$ cat config.mk
export PLATFORM = sky130hd
export DESIGN_NAME = pipe_track_flat
export DESIGN_NICKNAME = d
export VERILOG_FILES = /design/src/rtl/pipe_track_pkg.sv /design/src/rtl/pipe_track_if.sv /design/src/rtl/pipe_tag_reg.sv /design/src/rtl/pipe_track.sv /design/src/flat_wrapper.sv
export SDC_FILE = /design/constraint.sdc
export NUM_CORES = 1
export LEC_CHECK = 0
export CAP_MARGIN = 40
export CORE_ASPECT_RATIO = 1.25
export CORE_UTILIZATION = 49
export DETAILED_ROUTE_END_ITERATION = 10
export GPL_TIMING_DRIVEN = 0
export HOLD_SLACK_MARGIN = 0.05
export PLACE_DENSITY = 0.84
export SYNTH_ARGS = -nofsm -noshare
export SYNTH_HDL_FRONTEND = slang
export SYNTH_SLANG_ARGS = --single-unit
$ cat constraint.sdc
create_clock -name clk -period 4.3 [get_ports clk]
set_clock_uncertainty 0.2 [all_clocks]
set_input_delay 0.86 -clock clk [delete_from_list [all_inputs] [get_ports clk]]
set_output_delay 0.86 -clock clk [all_outputs]
set_load 0.01 [all_outputs]
$ cat src/rtl/pipe_track_pkg.sv
// Shared pipeline definitions: opcode constants, control FSM encoding and
// the per-stage tag bundle carried through E, M and W.
package pipe_track_pkg;

    localparam logic [6:0] OP_LOAD = 7'b0000011;
    localparam logic [6:0] OP_JAL  = 7'b1101111;
    localparam logic [6:0] OP_JALR = 7'b1100111;
    localparam logic [6:0] OP_NOP  = 7'b0010011;
    localparam logic [6:0] OP_IMM  = 7'b0010011;

    typedef enum logic [0:0] {
        ST_INIT = 1'b0,
        ST_RUN  = 1'b1
    } state_e;

    typedef struct packed {
        logic       valid;
        logic [4:0] rd;
        logic [6:0] opcode;
    } tag_t;

    // Bubble: no instruction, no destination, NOP opcode.
    function automatic tag_t bubble_tag(input logic [6:0] nop_op);
        tag_t t;
        t.valid  = 1'b0;
        t.rd     = 5'd0;
        t.opcode = nop_op;
        return t;
    endfunction

    // Tag of the D-stage instruction; rd is only tracked for real writers.
    function automatic tag_t d_tag(input logic valid, input logic we,
                                   input logic [4:0] rd, input logic [6:0] opcode);
        tag_t t;
        t.valid  = valid;
        t.rd     = (valid && we) ? rd : 5'd0;
        t.opcode = opcode;
        return t;
    endfunction

endpackage

$ cat src/rtl/pipe_track_if.sv
// Bundle between the pipeline tracker and the surrounding core: D-stage
// instruction info and hazard inputs in, enables/flush and stage tags out.
interface pipe_track_if #(
    parameter int CNT_W = 32
);
    logic             fetch_stall;
    logic             redirect;
    logic             valid_d;
    logic             we_d;
    logic [4:0]       rd_d;
    logic [6:0]       opcode_d;

    logic             pc_en;
    logic             fd_en;
    logic             fd_flush;
    logic             de_bubble;
    logic [4:0]       rd_e;
    logic [4:0]       rd_m;
    logic [4:0]       rd_w;
    logic [6:0]       opcode_e;
    logic             valid_e;
    logic             valid_m;
    logic             valid_w;
    logic [CNT_W-1:0] stall_cnt;

    modport master (
        output fetch_stall, redirect, valid_d, we_d, rd_d, opcode_d,
        input  pc_en, fd_en, fd_flush, de_bubble,
        input  rd_e, rd_m, rd_w, opcode_e, valid_e, valid_m, valid_w, stall_cnt
    );

    modport slave (
        input  fetch_stall, redirect, valid_d, we_d, rd_d, opcode_d,
        output pc_en, fd_en, fd_flush, de_bubble,
        output rd_e, rd_m, rd_w, opcode_e, valid_e, valid_m, valid_w, stall_cnt
    );
endinterface

$ cat src/rtl/pipe_tag_reg.sv
// One pipeline stage tag register. A bubble request overrides load; with
// neither the stage holds its contents.
module pipe_tag_reg
    import pipe_track_pkg::*;
#(
    parameter logic [6:0] NOP_OP = 7'b0010011
) (
    input  logic clk,
    input  logic reset_n,
    input  logic load,
    input  logic bubble,
    input  tag_t d,
    output tag_t q
);

    tag_t q_r;

    // Stage register: reset and bubble load the NOP tag, load captures d.
    always_ff @(posedge clk or negedge reset_n) begin
        if (!reset_n) begin
            q_r <= bubble_tag(NOP_OP);
        end else if (bubble) begin
            q_r <= bubble_tag(NOP_OP);
        end else if (load) begin
            q_r <= d;
        end else begin
            q_r <= q_r;
        end
    end

    assign q = q_r;

endmodule

$ cat src/rtl/pipe_track.sv
// Pipeline control: holds fetch after reset, turns stall/redirect into
// PC and F/D enables, inserts bubbles into E, tracks rd tags through
// E/M/W and counts stall cycles.
module pipe_track
    import pipe_track_pkg::*;
#(
    parameter int         RESET_HOLD = 2,
    parameter int         CNT_W      = 32,
    parameter logic [6:0] NOP_OP     = 7'b0010011
) (
    input  logic        clk,
    input  logic        reset_n,
    pipe_track_if.slave bus
);

    localparam logic [3:0] HOLD_INIT = 4'(RESET_HOLD - 1);

    state_e           state_r;
    state_e           state_s;
    logic [3:0]       hold_r;
    logic [3:0]       hold_s;
    logic             pc_en_s;
    logic             fd_en_s;
    logic             fd_flush_s;
    logic             de_bubble_s;
    logic             stall_inc_s;
    logic [CNT_W-1:0] stall_cnt_r;
    tag_t             tag_d_s;
    tag_t             tag_e_s;
    tag_t             tag_m_s;
    tag_t             tag_w_s;
    logic [6:0]       unused_op_w_s;

    // Control state and post-reset hold counter.
    always_ff @(posedge clk or negedge reset_n) begin
        if (!reset_n) begin
            state_r <= ST_INIT;
            hold_r  <= HOLD_INIT;
        end else begin
            state_r <= state_s;
            hold_r  <= hold_s;
        end
    end

    // Next state and combinational pipeline controls; redirect beats stall.
    always_comb begin
        state_s     = state_r;
        hold_s      = hold_r;
        pc_en_s     = 1'b0;
        fd_en_s     = 1'b0;
        fd_flush_s  = 1'b1;
        de_bubble_s = 1'b1;
        stall_inc_s = 1'b0;
        case (state_r)
            ST_INIT: begin
                if (hold_r == 4'd0) begin
                    state_s = ST_RUN;
                end else begin
                    hold_s = hold_r - 4'd1;
                end
            end
            ST_RUN: begin
                if (bus.redirect) begin
                    pc_en_s     = 1'b1;
                    fd_en_s     = 1'b1;
                    fd_flush_s  = 1'b1;
                    de_bubble_s = 1'b1;
                end else if (bus.fetch_stall) begin
                    pc_en_s     = 1'b0;
                    fd_en_s     = 1'b0;
                    fd_flush_s  = 1'b0;
                    de_bubble_s = 1'b1;
                    stall_inc_s = 1'b1;
                end else begin
                    pc_en_s     = 1'b1;
                    fd_en_s     = 1'b1;
                    fd_flush_s  = 1'b0;
                    de_bubble_s = 1'b0;
                end
            end
            default: begin
                state_s = ST_INIT;
                hold_s  = HOLD_INIT;
            end
        endcase
        // While reset is asserted the controls must read as held/flushed
        // regardless of the register contents.
        if (!reset_n) begin
            pc_en_s     = 1'b0;
            fd_en_s     = 1'b0;
            fd_flush_s  = 1'b1;
            de_bubble_s = 1'b1;
            stall_inc_s = 1'b0;
        end else begin
            stall_inc_s = stall_inc_s;
        end
    end

    // Saturating stall-cycle counter.
    always_ff @(posedge clk or negedge reset_n) begin
        if (!reset_n) begin
            stall_cnt_r <= {CNT_W{1'b0}};
        end else if (stall_inc_s && (stall_cnt_r != {CNT_W{1'b1}})) begin
            stall_cnt_r <= stall_cnt_r + CNT_W'(1);
        end else begin
            stall_cnt_r <= stall_cnt_r;
        end
    end

    assign tag_d_s = d_tag(bus.valid_d, bus.we_d, bus.rd_d, bus.opcode_d);

    pipe_tag_reg #(.NOP_OP(NOP_OP)) u_tag_e (
        .clk     (clk),
        .reset_n (reset_n),
        .load    (1'b1),
        .bubble  (de_bubble_s),
        .d       (tag_d_s),
        .q       (tag_e_s)
    );

    pipe_tag_reg #(.NOP_OP(NOP_OP)) u_tag_m (
        .clk     (clk),
        .reset_n (reset_n),
        .load    (1'b1),
        .bubble  (1'b0),
        .d       (tag_e_s),
        .q       (tag_m_s)
    );

    pipe_tag_reg #(.NOP_OP(NOP_OP)) u_tag_w (
        .clk     (clk),
        .reset_n (reset_n),
        .load    (1'b1),
        .bubble  (1'b0),
        .d       (tag_m_s),
        .q       (tag_w_s)
    );

    // The W-stage opcode is carried for completeness but not exported.
    assign unused_op_w_s = tag_w_s.opcode;

    assign bus.pc_en     = pc_en_s;
    assign bus.fd_en     = fd_en_s;
    assign bus.fd_flush  = fd_flush_s;
    assign bus.de_bubble = de_bubble_s;
    assign bus.rd_e      = tag_e_s.rd;
    assign bus.opcode_e  = tag_e_s.opcode;
    assign bus.valid_e   = tag_e_s.valid;
    assign bus.rd_m      = tag_m_s.rd;
    assign bus.valid_m   = tag_m_s.valid;
    assign bus.rd_w      = tag_w_s.rd;
    assign bus.valid_w   = tag_w_s.valid;
    assign bus.stall_cnt = stall_cnt_r;

endmodule

$ cat src/flat_wrapper.sv
// flat-port wrapper written by rule: the top's interface ports become plain ports
module pipe_track_flat import pipe_track_pkg::*;
#(
    parameter int         RESET_HOLD = 2,
    parameter int         CNT_W      = 32,
    parameter logic [6:0] NOP_OP     = 7'b0010011
)
  (clk, reset_n, bus_fetch_stall, bus_redirect, bus_valid_d, bus_we_d, bus_rd_d, bus_opcode_d, bus_pc_en, bus_fd_en, bus_fd_flush, bus_de_bubble, bus_rd_e, bus_rd_m, bus_rd_w, bus_opcode_e, bus_valid_e, bus_valid_m, bus_valid_w, bus_stall_cnt);
  pipe_track_if #(.CNT_W(CNT_W)) bus_i ();
  input  logic clk;
  input  logic reset_n;
  input wire logic [$bits(bus_i.fetch_stall)-1:0] bus_fetch_stall;
  input wire logic [$bits(bus_i.redirect)-1:0] bus_redirect;
  input wire logic [$bits(bus_i.valid_d)-1:0] bus_valid_d;
  input wire logic [$bits(bus_i.we_d)-1:0] bus_we_d;
  input wire logic [$bits(bus_i.rd_d)-1:0] bus_rd_d;
  input wire logic [$bits(bus_i.opcode_d)-1:0] bus_opcode_d;
  output wire logic [$bits(bus_i.pc_en)-1:0] bus_pc_en;
  output wire logic [$bits(bus_i.fd_en)-1:0] bus_fd_en;
  output wire logic [$bits(bus_i.fd_flush)-1:0] bus_fd_flush;
  output wire logic [$bits(bus_i.de_bubble)-1:0] bus_de_bubble;
  output wire logic [$bits(bus_i.rd_e)-1:0] bus_rd_e;
  output wire logic [$bits(bus_i.rd_m)-1:0] bus_rd_m;
  output wire logic [$bits(bus_i.rd_w)-1:0] bus_rd_w;
  output wire logic [$bits(bus_i.opcode_e)-1:0] bus_opcode_e;
  output wire logic [$bits(bus_i.valid_e)-1:0] bus_valid_e;
  output wire logic [$bits(bus_i.valid_m)-1:0] bus_valid_m;
  output wire logic [$bits(bus_i.valid_w)-1:0] bus_valid_w;
  output wire logic [$bits(bus_i.stall_cnt)-1:0] bus_stall_cnt;
  assign bus_i.fetch_stall = bus_fetch_stall;
  assign bus_i.redirect = bus_redirect;
  assign bus_i.valid_d = bus_valid_d;
  assign bus_i.we_d = bus_we_d;
  assign bus_i.rd_d = bus_rd_d;
  assign bus_i.opcode_d = bus_opcode_d;
  assign bus_pc_en = bus_i.pc_en;
  assign bus_fd_en = bus_i.fd_en;
  assign bus_fd_flush = bus_i.fd_flush;
  assign bus_de_bubble = bus_i.de_bubble;
  assign bus_rd_e = bus_i.rd_e;
  assign bus_rd_m = bus_i.rd_m;
  assign bus_rd_w = bus_i.rd_w;
  assign bus_opcode_e = bus_i.opcode_e;
  assign bus_valid_e = bus_i.valid_e;
  assign bus_valid_m = bus_i.valid_m;
  assign bus_valid_w = bus_i.valid_w;
  assign bus_stall_cnt = bus_i.stall_cnt;
  pipe_track #(.RESET_HOLD(RESET_HOLD), .CNT_W(CNT_W), .NOP_OP(NOP_OP)) u_core (.clk(clk), .reset_n(reset_n), .bus(bus_i));
endmodule
# After elaboration in Yosys (flattened, before gate mapping)
# Index checks and enable logic that the tools add are counted.
dict set report op_classes {
  mux 18
  mul 0
  shift 0
  eq_ne 1
  reduce_logical 4
  n_lt_le_gt_ge 0
  div_mod_pow 0
  addsub 2
  n_bitwise 2
}
# op n
set ops {}
lappend ops {{32-bit by 1-bit adder with 32-bit output, second input constant} 1}
lappend ops {{32-bit inequality test, second input constant} 1}
lappend ops {{1-bit two-way mux} 16}
lappend ops {{13-bit two-way mux} 1}
lappend ops {{5-bit two-way mux} 1}
lappend ops {{4-bit zero test} 1}
lappend ops {{4-bit by 1-bit subtractor with 4-bit output, second input constant} 1}
lappend ops {{1-bit logical AND} 2}
lappend ops {{1-bit inverter} 2}
lappend ops {{2-bit AND reduction} 1}
dict set report word_totals {
  regBits 62
  mem_bits_rw 0
  in_bits 18
  latchBits 0
  n_memories 0
  romBits 0
  out_inout_bits 61
  wordCells 37
}

# Longest topological paths before layout
# Gate-level depths: netlist of run 1.
dict set report depth {
  word_depth 5
  ltp_mapped 7
  ltp_nobuf 6
}

# Hierarchy
# From an unflattened synthesis of run 1, not the netlist that was laid out.
dict set report unflattened {
  hier_cells 303
  area_unflattened_um2 3468.3
}
# module seq_area_each_um2 area_each_um2 n_inst cells_per_inst
set by_module_without_submodules {}
lappend by_module_without_submodules {pipe_track 927.1 1828.0 1 177}
lappend by_module_without_submodules {pipe_tag_reg 329.1 546.8 3 42}

# Least setup slack after synthesis of run 1
# Ideal clock, no wire load.
dict set report synth_timing {
  kind {input-to-output}
  from {input bus_redirect}
  to {output bus_de_bubble}
  required_time_ns 3.240
  cell_stages 4
  t_arrival_ns 1.427
  path_slack_ns 1.813
  path_buffers 0
  cell_sequence {inv_1 -> nand3_1 -> nor2_1 -> inv_1}
}
dict set report synth_between {
  elab_chain_cells 3
}
# item line
set synth_lines {}
lappend synth_lines {{start, declared} flat_wrapper.sv:13} ;# input wire logic [$bits(bus_i.redirect)-1:0] bus_redirect;
lappend synth_lines {{1-bit two-way mux} pipe_track.sv:63} ;# if (bus.redirect) begin
lappend synth_lines {{1-bit two-way mux} pipe_track.sv:54} ;# case (state_r)
lappend synth_lines {{1-bit two-way mux} pipe_track.sv:88} ;# if (!reset_n) begin
lappend synth_lines {{end, declared} flat_wrapper.sv:21} ;# output wire logic [$bits(bus_i.de_bubble)-1:0] bus_de_bubble;
# Every way passes these cells.

# Worst setup path after layout of run 1
dict set report layout_timing {
  from {input reset_n}
  to {output bus_de_bubble}
}
dict set report layout_between {
  elab_chain_cells 1
}
# item line
set layout_lines {}
lappend layout_lines {{start, declared} flat_wrapper.sv:11} ;# input logic reset_n;
lappend layout_lines {{1-bit two-way mux} pipe_track.sv:88}
# Every way passes these cells.

==> results of run 1 <==
==> how the worst min path moves through the flow <==
| stage | start | end | slack, ns | cells after the start |
|---|---|---|---|---|
| finish | u_core.u_tag_e.q[8]$_DFF_PN0_ | u_core.u_tag_m.q[8]$_DFF_PN0_ | 0.17 | 0 |
| global route | u_core.u_tag_e.q[10]$_DFF_PN0_ | u_core.u_tag_m.q[10]$_DFF_PN0_ | 0.19 | 0 |
| CTS | u_core.u_tag_e.q[8]$_DFF_PN0_ | u_core.u_tag_m.q[8]$_DFF_PN0_ | 0.17 | 0 |
| detailed placement | u_core.u_tag_e.q[8]$_DFF_PN0_ | u_core.u_tag_m.q[8]$_DFF_PN0_ | 0.16 | 0 |
| global placement | u_core.u_tag_e.q[12]$_DFF_PN0_ | u_core.u_tag_m.q[12]$_DFF_PN0_ | 0.16 | 0 |
| floorplan | u_core.u_tag_e.q[10]$_DFF_PN0_ | u_core.u_tag_m.q[10]$_DFF_PN0_ | 0.22 | 0 |
==> cells by family after synthesis <==
| family | after synthesis | share of synthesized area |
|---|---|---|
| adders and majority gates | 2 | 0.0100 |
| AOI/OAI and AO/OA | 7 | 0.0165 |
| buffers and inverters | 8 | 0.0165 |
| muxes | 1 | 0.00451 |
| and+or+nand+nor | 91 | 0.214 |
| xor gates and xnor gates | 33 | 0.116 |
| DFF | 62 | 0.623 |
==> layout make-up <==
cell class	instances	share of cell area
plain buffers	2	0.00526
clock buffers	11	0.0396
clock inverters	5	0.0165
inverters	6	0.00631
multi-input cells	134	0.252
flip-flops and latches	62	0.436
well taps	60	0.0210
repair buffers	79	0.223
==> critical path, cell delays in order <==
cell             delay, ns
buf_2                 0.57
buf_12                0.29
nand3_1               0.18
nor2_1                0.34
inv_1                 0.07
clkdlybuf4s50_1       0.48
==> sequential cells by signal, summed over array words and instances, names as in the netlist <==
name,count
u_core.bus.stall_cnt,32
u_core.u_tag_w.q,6
u_core.u_tag_e.q,13
u_core.state_r,1
u_core.hold_r,4
u_core.u_tag_m.q,6
==> cells in the final DEF, fill, tap and decap left out, types with 2 or more instances in the layout <==
cell             instances
a21oi_1                  2
and2_1                  10
and3_1                   7
and4_1                   4
clkbuf_8                10
clkdlybuf4s50_1         77
clkinvlp_4               2
dfrtp_1                 58
dfstp_2                  4
ha_1                     2
inv_1                    6
nand2_1                 12
nand3_1                 16
nand3b_1                 2
nand4_1                 14
nor2_1                  12
nor3_1                   4
nor4_4                   2
o21ai_0                  3
or3_1                    3
xnor2_1                 26
xor2_1                   7
==> where the power goes <==
part / internal, mW / switching (mW) / total, mW
sequential: 0.609 / 0.0326 / 0.641
combinational: 0.0823 / 0.0577 / 0.140
clock: 0.283 / 0.225 / 0.508
total: 0.974 / 0.315 / 1.29
==> stage by stage <==
step	hold slack, ns	setup TNS, ns	util	setup WS [ns]	power (mW)
finish	0.171	0	0.738	0.443	1.29
global route	0.189	0	0.738	0.230	1.35
CTS	0.171	0	0.738	0.388	1.30
detailed placement	0.161	0	0.697	0.412	0.788
global placement	0.155	-39.89	0.694	-1.57	0.782
floorplan	0.216	0	-	1.81	0.693
==> per-layer routing <==
metal	global-route usage	vias up	wire, um
met4	0.128	0	152
met2	0.353	55	2790
met5	0	-	0
met1	0.279	958	2220
met3	0.0528	14	254
li1	-	884	-
==> results.py, run 1 <==
metrics = {
    "final_layout": {
        "fin_nets": 314,
        "register_area_um2": 1560,
        "diodes": 0,
        "syn_to_final_growth_pct": 42.9,
        "multi_input_area_um2": 901,
        "layout.cells.non_filler": 359,
        "fill_cells": 339,
        "finalInstanceArea_um2": 3570,
        "layout-drive-gt1-share": 0.0970,
    },
    "route": {
        "vias": 1911,
        "first_iter_violations": 126,
        "ant_nets": 0,
        "drcViolationCount": 0,
        "wl_um": 5420,
        "avgRoutedWirePerCell_um": 15.1,
        "drt-pass1-iter-count": 5,
        "avgViaCountPerCell": 5.32,
    },
    "die": {
        "pin_count": 79,
        "die_w_um": 65.9,
        "die_area_um2": 5390,
        "core_um2": 4830,
        "dieHeight_um": 81.8,
        "rows": 28,
        "start_util": 0.517,
    },
    "clocking": {
        "cts.sinks": 62,
        "clk_pin_slew_ns": 0.07,
        "post_cts_resized": 0,
        "cts_buffer_depth": 2,
        "hold_buffers": 0,
        "cts_buffers": 9,
        "cts_tree": "built",
        "cts_setup_buffers": 0,
        "cts-root-buf": "clkbuf_8",
        "worstSkewPairLatency_ns": 0.34,
        "htree_levels": 3,
    },
    "timing": {
        "setup_viol_count_final": 0,
        "rsz0062_at_grt": "false",
        "post-route-period-util": 0.897,
        "layout_min_cycle_time_ns": 3.86,
        "clock.fmax_ghz": 0.259,
        "drv_slew": 0,
        "slew_headroom": 0.505,
        "hold_violations": 0,
        "worst_pin_slew_ns": 0.743,
    },
    "placed_design": {
        "hpwlAfterDp_um": 3840,
        "dp.cells": 343,
        "place_congestion": 0.769,
        "placed_cell_area_um2": 3370,
        "portBuffers": 78,
    },
    "setup_path": {
        "worstSetupStartpointType": "input port",
        "rr_startpoint": "u_core.bus.stall_cnt[0]$_DFFE_PN0P_",
        "crit_required_ns": 3.24,
        "reg2reg_slack_ns": 2.05,
        "path_class": "in -> out",
        "worst_setup_path_end_kind": "output pin",
        "rr_worst_depth": 6,
        "cp_max_fo": 33,
        "r2r-end": "u_core.bus.stall_cnt[23]$_DFFE_PN0P_",
        "crit_arrival_ns": 2.80,
        "crit_path_end": "bus_de_bubble",
        "cp-startpoint": "reset_n",
    },
    "status": {
        "status": "completed",
    },
    "yosys": {
        "synth.distinct_cells": 29,
        "synth.net_count": 224,
        "seq_area_frac_synth": 0.623,
        "ys_ff_latch": 62,
        "synthTopCellsByArea": "dfrtp_1 58%, xnor2_1 9.1%, dfstp_2 4.2%",
        "synth-async-reset-ratio": 1.00,
        "synth_warnings": 0,
        "yosys-top-cells-count": "58 x dfrtp_1, 26 x xnor2_1, 16 x nand3_1, 14 x nand4_1",
        "synth_top_area_share": 0.581,
        "avgSynthCellArea_um2": 12.2,
        "synth_enable_flop_cells": 0,
        "synth_most_common_cell": "dfrtp_1",
        "synth_ff_type": "dfrtp_1",
        "yosysTopAreaCell": "dfrtp_1",
        "syn_inst": 204,
        "syn_area_um2": 2500,
    },
    "pwr": {
        "ir_worst_vdd_v": 0.000295,
        "power_density_nw_per_um2": 361,
        "leakage_nw": 1.56,
    },
    "grt": {
        "grt-ovfl-total": 0,
        "grt_usage": 0.223,
        "grt_first_pass_wirelength_um": 8650,
        "grt_max_degree": 34,
        "antenna_found_initial": 0,
        "grt_pass1_vias": 1782,
    },
    "worst_hold_path": {
        "hp-class": "reg -> reg",
    },
    "flow_run": {
        "cap_violations": 0,
    },
}
(Power assumes the default switching activity.)
==> run 2, diff against run 1 <==
Settings changed: GPL_TIMING_DRIVEN 0 to unset, HOLD_SLACK_MARGIN 0.05 to unset.
==> results.py, run 2 (same netlist as run 1, synthesis figures left out) <==
metrics = {
    "status": {
        "status": "completed",
    },
    "final_layout": {
        "fill_cells": 350,
        "layout-drive-gt1-share": 0.0909,
        "finalInstanceArea_um2": 3530,
        "post-route-util": 0.730,
        "layout.cells.non_filler": 357,
        "layout_commonest_cell": "clkdlybuf4s50_1",
        "syn_to_final_growth_pct": 41.2,
        "largest_register_ffs": 32,
        "diodes": 0,
        "fin_nets": 312,
        "final_cell_mix": "77 x clkdlybuf4s50_1, 58 x dfrtp_1, 26 x xnor2_1, 16 x nand3_1, 14 x nand4_1",
    },
    "setup_path": {
        "worstSetupStartpointType": "input port",
        "path_class": "in -> out",
        "rr_worst_depth": 6,
        "slowest_stage": "clkdlybuf4s50_1",
        "crit_required_ns": 3.24,
        "crit_arrival_ns": 2.38,
        "worst_setup_path_end_kind": "output pin",
        "cp_max_fo": 7,
        "cpPeakStageDelay_ns": 0.48,
        "path_cells": "clkdlybuf4s50_1, inv_1, nand3_1, nor2_1, inv_1, clkdlybuf4s50_1",
    },
    "grt": {
        "grt_usage": 0.226,
        "grt_pass1_vias": 1804,
        "grt-ovfl-total": 0,
        "grt_first_pass_wirelength_um": 8850,
        "antenna_found_initial": 0,
        "grt_max_degree": 63,
    },
    "clocking": {
        "cts_buffer_depth": 2,
        "cts_tree": "built",
        "worstSkewPairLatency_ns": 0.34,
        "cts-root-buf": "clkbuf_8",
        "cts_setup_buffers": 0,
        "cts_buffers": 9,
        "htree_levels": 3,
        "cts.sinks": 62,
        "post_cts_resized": 0,
        "clk_pin_slew_ns": 0.07,
        "hold_buffers": 0,
    },
    "die": {
        "die_w_um": 65.9,
        "core_um2": 4830,
        "die_area_um2": 5390,
        "dieHeight_um": 81.8,
        "pin_count": 79,
        "start_util": 0.517,
        "rows": 28,
    },
    "timing": {
        "rsz0062_at_grt": "false",
        "drv_slew": 0,
        "hold_violations": 0,
        "setup_viol_count_final": 0,
        "worst_pin_slew_ns": 0.781,
        "layout_min_cycle_time_ns": 3.44,
        "post-route-period-util": 0.801,
        "slew_headroom": 0.479,
        "clock.fmax_ghz": 0.290,
        "tns_ns": 0,
    },
    "route": {
        "avgViaCountPerCell": 5.26,
        "wl_um": 5400,
        "ant_nets": 0,
        "avgRoutedWirePerCell_um": 15.1,
        "first_iter_violations": 122,
        "vias": 1879,
        "drcViolationCount": 0,
        "drt-pass1-iter-count": 5,
    },
    "worst_hold_path": {
        "hp-class": "reg -> reg",
        "hold_depth": 0,
    },
    "placed_design": {
        "hpwlAfterDp_um": 3730,
        "dp.cells": 341,
        "placed_cell_area_um2": 3340,
        "portBuffers": 78,
        "place_congestion": 0.814,
    },
    "pwr": {
        "ir_worst_vdd_v": 0.000299,
        "power_density_nw_per_um2": 358,
        "leakage_nw": 1.54,
    },
    "flow_run": {
        "cap_violations": 0,
    },
}
[run 2: final cells by class]
| class | count | area, um^2 | area share |
|---|---|---|---|
| Inverter | 6 | 22.5 | 0.00638 |
| Sequential cell | 62 | 1560 | 0.441 |
| Clock inverter | 6 | 62.6 | 0.0177 |
| Clock buffer | 10 | 128 | 0.0362 |
| Timing Repair Buffer | 79 | 783 | 0.222 |
| Tap cell | 60 | 75.1 | 0.0213 |
| Multi-Input combinational cell | 134 | 901 | 0.255 |
[run 2: power by group]
group | total (mW) | internal, mW | switching (mW)
registers | 0.639 | 0.609 | 0.0302
clock network | 0.489 | 0.265 | 0.223
logic | 0.135 | 0.0794 | 0.0556
[run 2: worst max-delay path: cells and delay by family]
kind	cells	cell delay (ns)
buf+inv	4	1.03
simple gates	2	0.49
[run 2: path summary, 6_finish.rpt]
check                                                       to  slack [ns]                           startpoint
min reg2reg                     u_core.u_tag_m.q[10]$_DFF_PN0_        0.17       u_core.u_tag_e.q[10]$_DFF_PN0_
min                             u_core.u_tag_m.q[10]$_DFF_PN0_        0.17       u_core.u_tag_e.q[10]$_DFF_PN0_
max in group asynchronous        u_core.u_tag_e.q[3]$_DFF_PN0_        2.87                              reset_n
max reg2reg                u_core.bus.stall_cnt[4]$_DFFE_PN0P_        1.83  u_core.bus.stall_cnt[0]$_DFFE_PN0P_
max                                              bus_de_bubble        0.86                         bus_redirect
min in group asynchronous        u_core.u_tag_e.q[2]$_DFF_PN0_        0.52                              reset_n
[run 2: per-stage QoR]
stage / hold WS [ns] / setup WS (ns) / power (mW)
final: 0.173 / 0.856 / 1.26
after floorplan: 0.216 / 1.81 / 0.693
after CTS: 0.172 / 0.840 / 1.27
after global routing: 0.188 / 0.671 / 1.32
after global placement: 0.157 / 0.917 / 0.781
after detailed placement: 0.159 / 0.850 / 0.784
[run 2: layer usage]
| layer | track usage | vias to the layer above | wire [um] |
|---|---|---|---|
| met1 | 0.277 | 930 | 2220 |
| met3 | 0.0639 | 9 | 245 |
| met2 | 0.367 | 61 | 2840 |
| met5 | 0 | - | 0 |
| li1 | - | 879 | - |
| met4 | 0.109 | 0 | 96 |
==> run 3, diff against run 2 <==
Settings changed: CORE_UTILIZATION 49 to 41, PLACE_DENSITY 0.84 to 0.75.
Clock period 4.3 ns to 2.89 ns, I/O delays scaled along.
==> results.py, run 3 (same netlist as run 1, synthesis figures left out) <==
metrics = {
    "final_layout": {
        "fill_cells": 492,
        "layout_commonest_cell": "clkdlybuf4s50_1",
        "post-route-util": 0.623,
        "register_area_um2": 1560,
        "fin_nets": 316,
        "final_cell_mix": "77 x clkdlybuf4s50_1, 58 x dfrtp_1, 26 x xnor2_1, 16 x nand3_1, 14 x nand4_1",
        "layout-drive-gt1-share": 0.110,
        "layout.cells.non_filler": 367,
        "largest_register_ffs": 32,
        "multi_input_area_um2": 903,
        "syn_to_final_growth_pct": 45.0,
        "diodes": 0,
        "finalInstanceArea_um2": 3620,
    },
    "flow_run": {
        "cap_violations": 0,
    },
    "route": {
        "wl_um": 5400,
        "first_iter_violations": 83,
        "ant_nets": 0,
        "drt-pass1-iter-count": 4,
        "vias": 1805,
        "avgRoutedWirePerCell_um": 14.7,
        "drcViolationCount": 0,
        "avgViaCountPerCell": 4.92,
    },
    "die": {
        "start_util": 0.429,
        "die_area_um2": 6410,
        "dieHeight_um": 89.3,
        "die_w_um": 71.8,
        "rows": 31,
        "core_um2": 5820,
        "pin_count": 79,
    },
    "placed_design": {
        "portBuffers": 78,
        "placed_cell_area_um2": 3390,
        "hpwlAfterDp_um": 3870,
        "dp_worst_setup_slack_ns": 0.109,
        "place_congestion": 0.791,
        "dp.cells": 351,
    },
    "timing": {
        "slew_headroom": 0.682,
        "hold_violations": 0,
        "tns_ns": 0,
        "drv_slew": 0,
        "holdWs_ns": 0.0682,
        "layout_min_cycle_time_ns": 2.68,
        "setup_ws_ns": 0.208,
        "rsz0062_at_grt": "false",
        "worst_pin_slew_ns": 0.472,
        "post-route-period-util": 0.928,
        "setup_viol_count_final": 0,
        "clock.fmax_ghz": 0.373,
    },
    "setup_path": {
        "worstSetupStartpointType": "input port",
        "path_class": "in -> out",
        "worst_setup_path_end_kind": "output pin",
        "cp_max_fo": 7,
        "crit_arrival_ns": 1.90,
        "crit_required_ns": 2.11,
    },
    "clocking": {
        "cts_buffer_depth": 2,
        "cts_tree": "built",
        "cts_buffers": 9,
        "cts.sinks": 62,
        "worstSkewPairLatency_ns": 0.33,
        "hold_buffers": 0,
        "htree_levels": 3,
        "cts-root-buf": "clkbuf_8",
        "clk_pin_slew_ns": 0.07,
    },
    "grt": {
        "antenna_found_initial": 0,
        "grt_pass1_vias": 1769,
        "grt_max_degree": 39,
        "grt-ovfl-total": 0,
        "grt_first_pass_wirelength_um": 8910,
        "grt_usage": 0.189,
    },
    "pwr": {
        "finalPower_mw": 2.02,
        "leakage_nw": 1.59,
        "ir_worst_vdd_v": 0.000382,
        "switchingPower_mw": 0.457,
        "cellInternalPower_mw": 1.56,
        "power_frac_clock": 0.427,
        "power_density_nw_per_um2": 557,
        "pwr-share-seq": 0.471,
        "sw_frac_of_total": 0.226,
        "pwr-share-comb": 0.102,
    },
    "status": {
        "status": "completed",
    },
    "worst_hold_path": {
        "hp-class": "in -> async",
    },
}
-- run 3: cell count changes in the layout (fill, tap and decap cells not counted), sizes merged --
cell / change
buf: +4
clkinvlp: -2
bufinv: +1
clkbuf: +1
-- run 3: worst max-delay path: stages --
cell	delay [ns]
clkdlybuf4s50_1	0.41
inv_1	0.07
nand3_1	0.11
nor2_2	0.21
inv_1	0.06
clkdlybuf4s50_1	0.47
-- run 3: final timing paths --
path,end,slack [ns],cells past startpoint,from
hold reg to reg,u_core.u_tag_m.q[8]$_DFF_PN0_,0.17,0,u_core.u_tag_e.q[8]$_DFF_PN0_
setup reg to reg,u_core.bus.stall_cnt[23]$_DFFE_PN0P_,0.72,7,u_core.bus.stall_cnt[0]$_DFFE_PN0P_
setup / recovery,bus_de_bubble,0.21,6,bus_redirect
min in group clk,u_core.u_tag_m.q[8]$_DFF_PN0_,0.17,0,u_core.u_tag_e.q[8]$_DFF_PN0_
hold / removal,u_core.bus.stall_cnt[7]$_DFFE_PN0P_,0.07,2,reset_n
max in group asynchronous,u_core.u_tag_e.q[1]$_DFF_PN1_,2.02,2,reset_n
-- run 3: timing repair --
action                                 in CTS  in global routing
setup endpoints to repair                   0                  1
gates resized for setup                     0                  1
setup buffers                               0                  0
endpoints found under the hold margin       0                  0
-- run 3: layout make-up --
cell class                      count  share of cell area
Timing Repair Buffer               83               0.228
Clock buffer                       11              0.0418
Multi-Input combinational cell    134               0.249
Inverter                            6             0.00622
Tap cell                           66              0.0228
Clock inverter                      5              0.0224
Sequential cell                    62               0.430
-- run 3: routing by layer --
layer	routed length [um]	share of wire	global-route usage
met1	2360	0.44	0.235
met2	2770	0.51	0.306
met3	164	0.030	0.0451
met4	109	0.020	0.107
met5	0	0	0
-- run 3: power by group through the flow --
stage               clock [mW]  sequential [mW]  combinational [mW]
floorplan                    0            0.976              0.0549
finish                   0.861            0.951               0.206
CTS                      0.879            0.951               0.208
global placement             0            0.966               0.204
global route             0.924            0.958               0.231
detailed placement           0            0.967               0.206
